==> src/rtl/instr_fetch_pkg.sv <==
// instr_fetch_pkg: shared types and constants for the instruction fetch stage
package instr_fetch_pkg;
  typedef logic [31:0] word_t;
  typedef struct packed {
    word_t pc;
    word_t inst;
    logic  misalign;
  } fetch_entry_t;
  localparam word_t NOP_INST = 32'h0000_0013;
  typedef enum logic [1:0] {IDLE, REQ, WAIT, DRAIN} fetch_state_e;
endpackage

==> src/rtl/instr_fetch_buffer.sv <==
// instr_fetch_buffer: small sync FIFO of fetch entries with flush, head exposed from storage
module instr_fetch_buffer
  import instr_fetch_pkg::*;
#(
  parameter int DEPTH = 2,
  localparam int AW = $clog2(DEPTH)
) (
  input  logic         clk,
  input  logic         rst_n,
  input  logic         push,
  input  fetch_entry_t wr_data,
  input  logic         pop,
  input  logic         flush,
  output fetch_entry_t head,
  output logic [AW:0]  count
);
  localparam logic [AW:0] FULL = (AW + 1)'(DEPTH);
  fetch_entry_t mem [DEPTH];
  logic [AW-1:0] rd_ptr, wr_ptr;
  logic do_pop, do_push;
  assign do_pop = pop && !flush && count != '0;
  assign do_push = push && !flush && (count != FULL || do_pop);
  assign head = mem[rd_ptr];
  // pointer and occupancy bookkeeping; flush empties the queue in one edge
  always_ff @(posedge clk or negedge rst_n)
    if (!rst_n) begin
      rd_ptr <= '0;
      wr_ptr <= '0;
      count  <= '0;
    end else if (flush) begin
      rd_ptr <= '0;
      wr_ptr <= '0;
      count  <= '0;
    end else begin
      rd_ptr <= rd_ptr + AW'(do_pop);
      wr_ptr <= wr_ptr + AW'(do_push);
      count  <= count + (AW + 1)'(do_push) - (AW + 1)'(do_pop);
    end
  // entry storage needs no reset: contents are only observed when count is nonzero
  always_ff @(posedge clk)
    if (do_push) mem[wr_ptr] <= wr_data;
endmodule

==> src/rtl/instr_fetch.sv <==
// instr_fetch: fetch stage issuing one imem read per PC and buffering {pc, inst} for decode
module instr_fetch
  import instr_fetch_pkg::*;
#(
  parameter int BUF_DEPTH = 2
) (
  input  logic        clk,
  input  logic        rst_n,
  input  logic [31:0] pc,
  output logic [31:0] next_pc,
  input  logic        redirect,
  input  logic [31:0] redirect_pc,
  output logic        imem_req,
  output logic [31:0] imem_addr,
  input  logic        imem_gnt,
  input  logic        imem_rvalid,
  input  logic [31:0] imem_rdata,
  output logic        dec_valid,
  input  logic        dec_ready,
  output logic [31:0] dec_inst,
  output logic [31:0] dec_pc,
  output logic        dec_misalign
);
  localparam int CW = $clog2(BUF_DEPTH) + 1;
  fetch_state_e state;
  word_t pc_q;
  logic [CW-1:0] count;
  fetch_entry_t head, push_data;
  logic slot_free, aligned, granted, push, pop, inflight;
  // request, next-PC and push decisions; a slot is only claimed when the FIFO can take it
  always_comb begin
    slot_free = count < CW'(BUF_DEPTH);
    aligned   = pc[1:0] == 2'b00;
    imem_req  = state == REQ && slot_free && aligned;
    granted   = imem_req && imem_gnt;
    next_pc   = redirect ? redirect_pc : granted ? pc + 32'd4 : pc;
    push      = !redirect && ((state == REQ && slot_free && !aligned) || (state == WAIT && imem_rvalid));
    push_data = state == WAIT ? '{pc: pc_q, inst: imem_rdata, misalign: 1'b0}
                              : '{pc: pc, inst: NOP_INST, misalign: 1'b1};
    // a response is still owed after this edge unless it arrives in this very cycle
    inflight  = granted || ((state == WAIT || state == DRAIN) && !imem_rvalid);
  end
  assign imem_addr    = pc;
  assign pop          = dec_valid && dec_ready;
  assign dec_valid    = count != '0;
  assign dec_pc       = head.pc;
  assign dec_inst     = head.inst;
  assign dec_misalign = head.misalign;
  // fetch control FSM; redirect with a read outstanding parks in DRAIN to swallow the stale reply
  always_ff @(posedge clk or negedge rst_n)
    if (!rst_n) begin
      state <= IDLE;
      pc_q  <= '0;
    end else begin
      if (granted) pc_q <= pc;
      state <= redirect ? (inflight ? DRAIN : REQ)
             : state == IDLE ? REQ
             : state == REQ ? (granted ? WAIT : REQ)
             : imem_rvalid ? REQ : state;
    end
  instr_fetch_buffer #(.DEPTH(BUF_DEPTH)) u_buf (
    .clk     (clk),
    .rst_n   (rst_n),
    .push    (push),
    .wr_data (push_data),
    .pop     (pop),
    .flush   (redirect),
    .head    (head),
    .count   (count)
  );
  a_rvalid_protocol: assert property (@(posedge clk) disable iff (!rst_n)
    imem_rvalid |-> state inside {WAIT, DRAIN});
endmodule

==> config.mk <==
export PLATFORM = sky130hd
export DESIGN_NAME = instr_fetch
export DESIGN_NICKNAME = d
export VERILOG_FILES = /design/src/rtl/instr_fetch_pkg.sv /design/src/rtl/instr_fetch_buffer.sv /design/src/rtl/instr_fetch.sv
export SDC_FILE = /design/constraint.sdc
export NUM_CORES = 1
export LEC_CHECK = 0
export ABC_CLOCK_PERIOD_IN_PS = 6400
export CAP_MARGIN = 20
export CORE_MARGIN = 2
export CORE_UTILIZATION = 54
export CTS_BUF_LIST = sky130_fd_sc_hd__clkbuf_4
export CTS_CLUSTER_DIAMETER = 100
export DETAILED_ROUTE_END_ITERATION = 10
export MAX_ROUTING_LAYER = met4
export PLACE_DENSITY = 0.89
export SYNTH_ARGS = -nofsm -noshare
export SYNTH_HDL_FRONTEND = slang
export SYNTH_HIERARCHICAL = 1
export SYNTH_SLANG_ARGS = --single-unit
==> constraint.sdc <==
create_clock -name clk -period 6.4 [get_ports clk]
set_input_delay 1.28 -clock clk [delete_from_list [all_inputs] [get_ports clk]]
set_output_delay 1.28 -clock clk [all_outputs]
set_load 0.03 [all_outputs]
==> results <==
==> final cells by class <==
| type | instances | area [µm²] |
|---|---|---|
| clock buffer | 17 | 128 |
| clock inverter | 15 | 150 |
| fill | 1019 | 4300 |
| inverter | 8 | 30.0 |
| multi-input combinational | 362 | 2960 |
| sequential | 168 | 4860 |
| tap | 188 | 235 |
| timing repair buffer | 237 | 2370 |
==> logic make-up after synthesis <==
group,synth area share (%)
XOR/XNOR,0.913
multiplexers,17.5
AO/OA/AOI/OAI,4.94
adder cells (fa/ha/maj),0.761
buffers and inverters,5.32
flip-flops,59.0
AND/OR/NAND/NOR,11.5
==> worst paths after layout <==
path	end	startpoint	cells after the start
hold reg to reg	pc_q[19]	pc_q[19]	2
max in group asynchronous	u_buf/rd_ptr	rst_n	1
setup reg to reg	u_buf/mem[0][63]	u_buf/count[1]	5
min in group asynchronous	pc_q[20]	rst_n	1
setup / recovery	next_pc[29]	pc[0]	6
hold / removal	pc_q[19]	pc_q[19]	2
==> per-layer routing <==
layer / routed length, µm / GRT usage (%) / share of wire [%] / up-vias
li1: - / - / - / 2623
met1: 8160 / 30.2 / 41 / 2840
met2: 9940 / 41.9 / 50 / 251
met3: 1420 / 6.20 / 7.1 / 41
met4: 469 / 10.3 / 2.3 / 0
met5: 0 / - / 0 / -
==> state kept, by name, summed over array words and instances (netlist names) <==
name	cells
pc_q	32
u_buf/wr_ptr	1
state	2
u_buf/rd_ptr	1
u_buf/count	2
u_buf/mem	130
==> critical path: cells and delay by family <==
family,cells,cell delay (ns)
AOI/OAI and AO/OA,1,0.20
buffers and inverters,2,1.23
and+or+nand+nor,3,1.91
==> cells in the final DEF, fill, tap and decap left out, types with 5 or more instances in the layout <==
| cell | count |
|---|---|
| o21ai_0 | 17 |
| clkdlybuf4s50_1 | 231 |
| inv_1 | 8 |
| nand3_1 | 9 |
| edfxtp_1 | 130 |
| o31ai_1 | 13 |
| and2_1 | 37 |
| xor2_1 | 5 |
| clkbuf_4 | 17 |
| or4_1 | 13 |
| dfrtp_1 | 37 |
| a31oi_1 | 17 |
| and3_1 | 6 |
| and4_1 | 6 |
| nand2b_1 | 5 |
| mux2_2 | 127 |
| nand2_1 | 26 |
| nand4_1 | 10 |
| nor2_1 | 24 |
==> where the power goes <==
part | switching (µW) | internal, µW | leakage (µW)
combinational | 247 | 231 | 0.00198
clock | 374 | 233 | 0.000148
sequential | 36.8 | 1260 | 0.00158
==> stage by stage <==
step | power (µW) | cells | instance area, µm² | hold slack, ns
2_1_floorplan | 1580 | 604 | 8220 | 0.447
3_3_place_gp | 1780 | 962 | 10400 | 0.461
3_5_place_dp | 1790 | 962 | 10400 | 0.471
4_1_cts | 2390 | 994 | 10700 | 0.503
5_1_grt | 2480 | 995 | 10700 | 0.514
6_report | 2380 | 995 | 10700 | 0.500
==> flow_summary.yaml <==
logic_synthesis:
  ys_seq_elements: 168
  synth_nets: 711
  synth_area_leaders: "edfxtp_1 (47%), mux2_2 (17%), dfrtp_1 (12%), buf_4 (3.1%), and2_1 (2.8%)"
  yosysSeqAreaShare_pct: 59.0
  synthFlopType: "edfxtp_1"
  netlist.area_leader.share_pct: 47.5
  ys_types: 48
  syn-mean-instance-area_um2: 13.6
  yosys_warnings: 6
  synth.cell_area_um2: 8220
  synthArstFlopShare_pct: 22.6
  synth_enable_flop_cells: 130
  syn_inst: 604
  synth_area_leader_cell: "edfxtp_1"
  yosysMostFrequentCell: "edfxtp_1"
  synth_common_cells: "edfxtp_1 (130), mux2_2 (127), dfrtp_1 (38)"
pwr:
  powerDensity_nw_per_um2: 222
  ir_drop_mv: 0.111
  leakagePower_uw: 0.00370
timing:
  timing_hold_violations_final: 0
  fmax_mhz: 169
  skew_ns: 0.0147
  drv_slew: 0
  fin_crit_ns: 5.93
  setup_viol: 0
  period_share_pct: 92.7
  setup_ws_ns: 0.466
  grt_setup_unrepaired: "no"
  tns_ns: 0
  worst_slew_pin_slew_ns: 1.02
  slew_headroom_pct: 32.3
die:
  die_h_um: 127
  ios: 233
  start_util_pct: 54.7
  row_count: 45
  fp.dieW_um: 127
  core_um2: 15000
  die-area_um2: 16200
job:
  drv_cap: 0
clock_network:
  holdBufCountCts: 0
  cts_resized: 0
  ctsLongestPathBuffers: 2
  clk_pin_slew_ns: 0.13
  htreeDepth: 4
  cts_tree: "done"
  cts_root_buf: "clkbuf_4"
  clk_latency_ns: 0.57
  numCtsBuffers: 17
  postCtsSetupBuffers: 0
  clock_sinks: 168
setup_path:
  regToRegSetupSlack_ns: 3.48
  crit_slowest_cell: "or4_1"
  crit_required_ns: 5.12
  criticalPathCategory: "primary input to primary output"
  cpMostUsedCell: "clkdlybuf4s50_1"
  cp_data_arrival_time_ns: 4.65
  critical_path.cell_chain: "clkdlybuf4s50_1, nor3b_2, nand4_2, or4_1, a31oi_1, clkdlybuf4s50_1"
  worstPathMaxFanout: 30
  cp-end-kind: "primary output"
  max_stage_delay_ns: 0.72
  cp-start-kind: "primary input"
routing:
  drt-initial-drc-count: 375
  drt_first_pass_iters: 5
  avgViaCountPerCell: 5.78
  drc: 0
  vias: 5755
  wl_um: 20000
  wl_per_cell_um: 20.1
  postRouteAntennaNets: 0
global_routing:
  grt_overflow_total: 0
  antenna_found_initial: 0
  grt_pass1_vias: 5894
  grt_use_total_pct: 25.4
  grt_start_max_net_pins: 68
  grt_pass1_wl_um: 30600
cells_and_area:
  area_growth_syn_to_layout_pct: 30.6
  fin_util_pct: 71.4
  num_antenna_cells: 0
  layout.nets: 901
  drive_gt1_share_pct: 21.6
placed_design:
  gp_congestion: 0.853
  portBuffers: 232
  place_hpwl_um: 13200
  preCtsSetupSlack_ns: 0.519
run_status:
  status: "complete, no violations"
min_path:
  min_path_type: "flop to flop"
(Power assumes the default switching activity.)
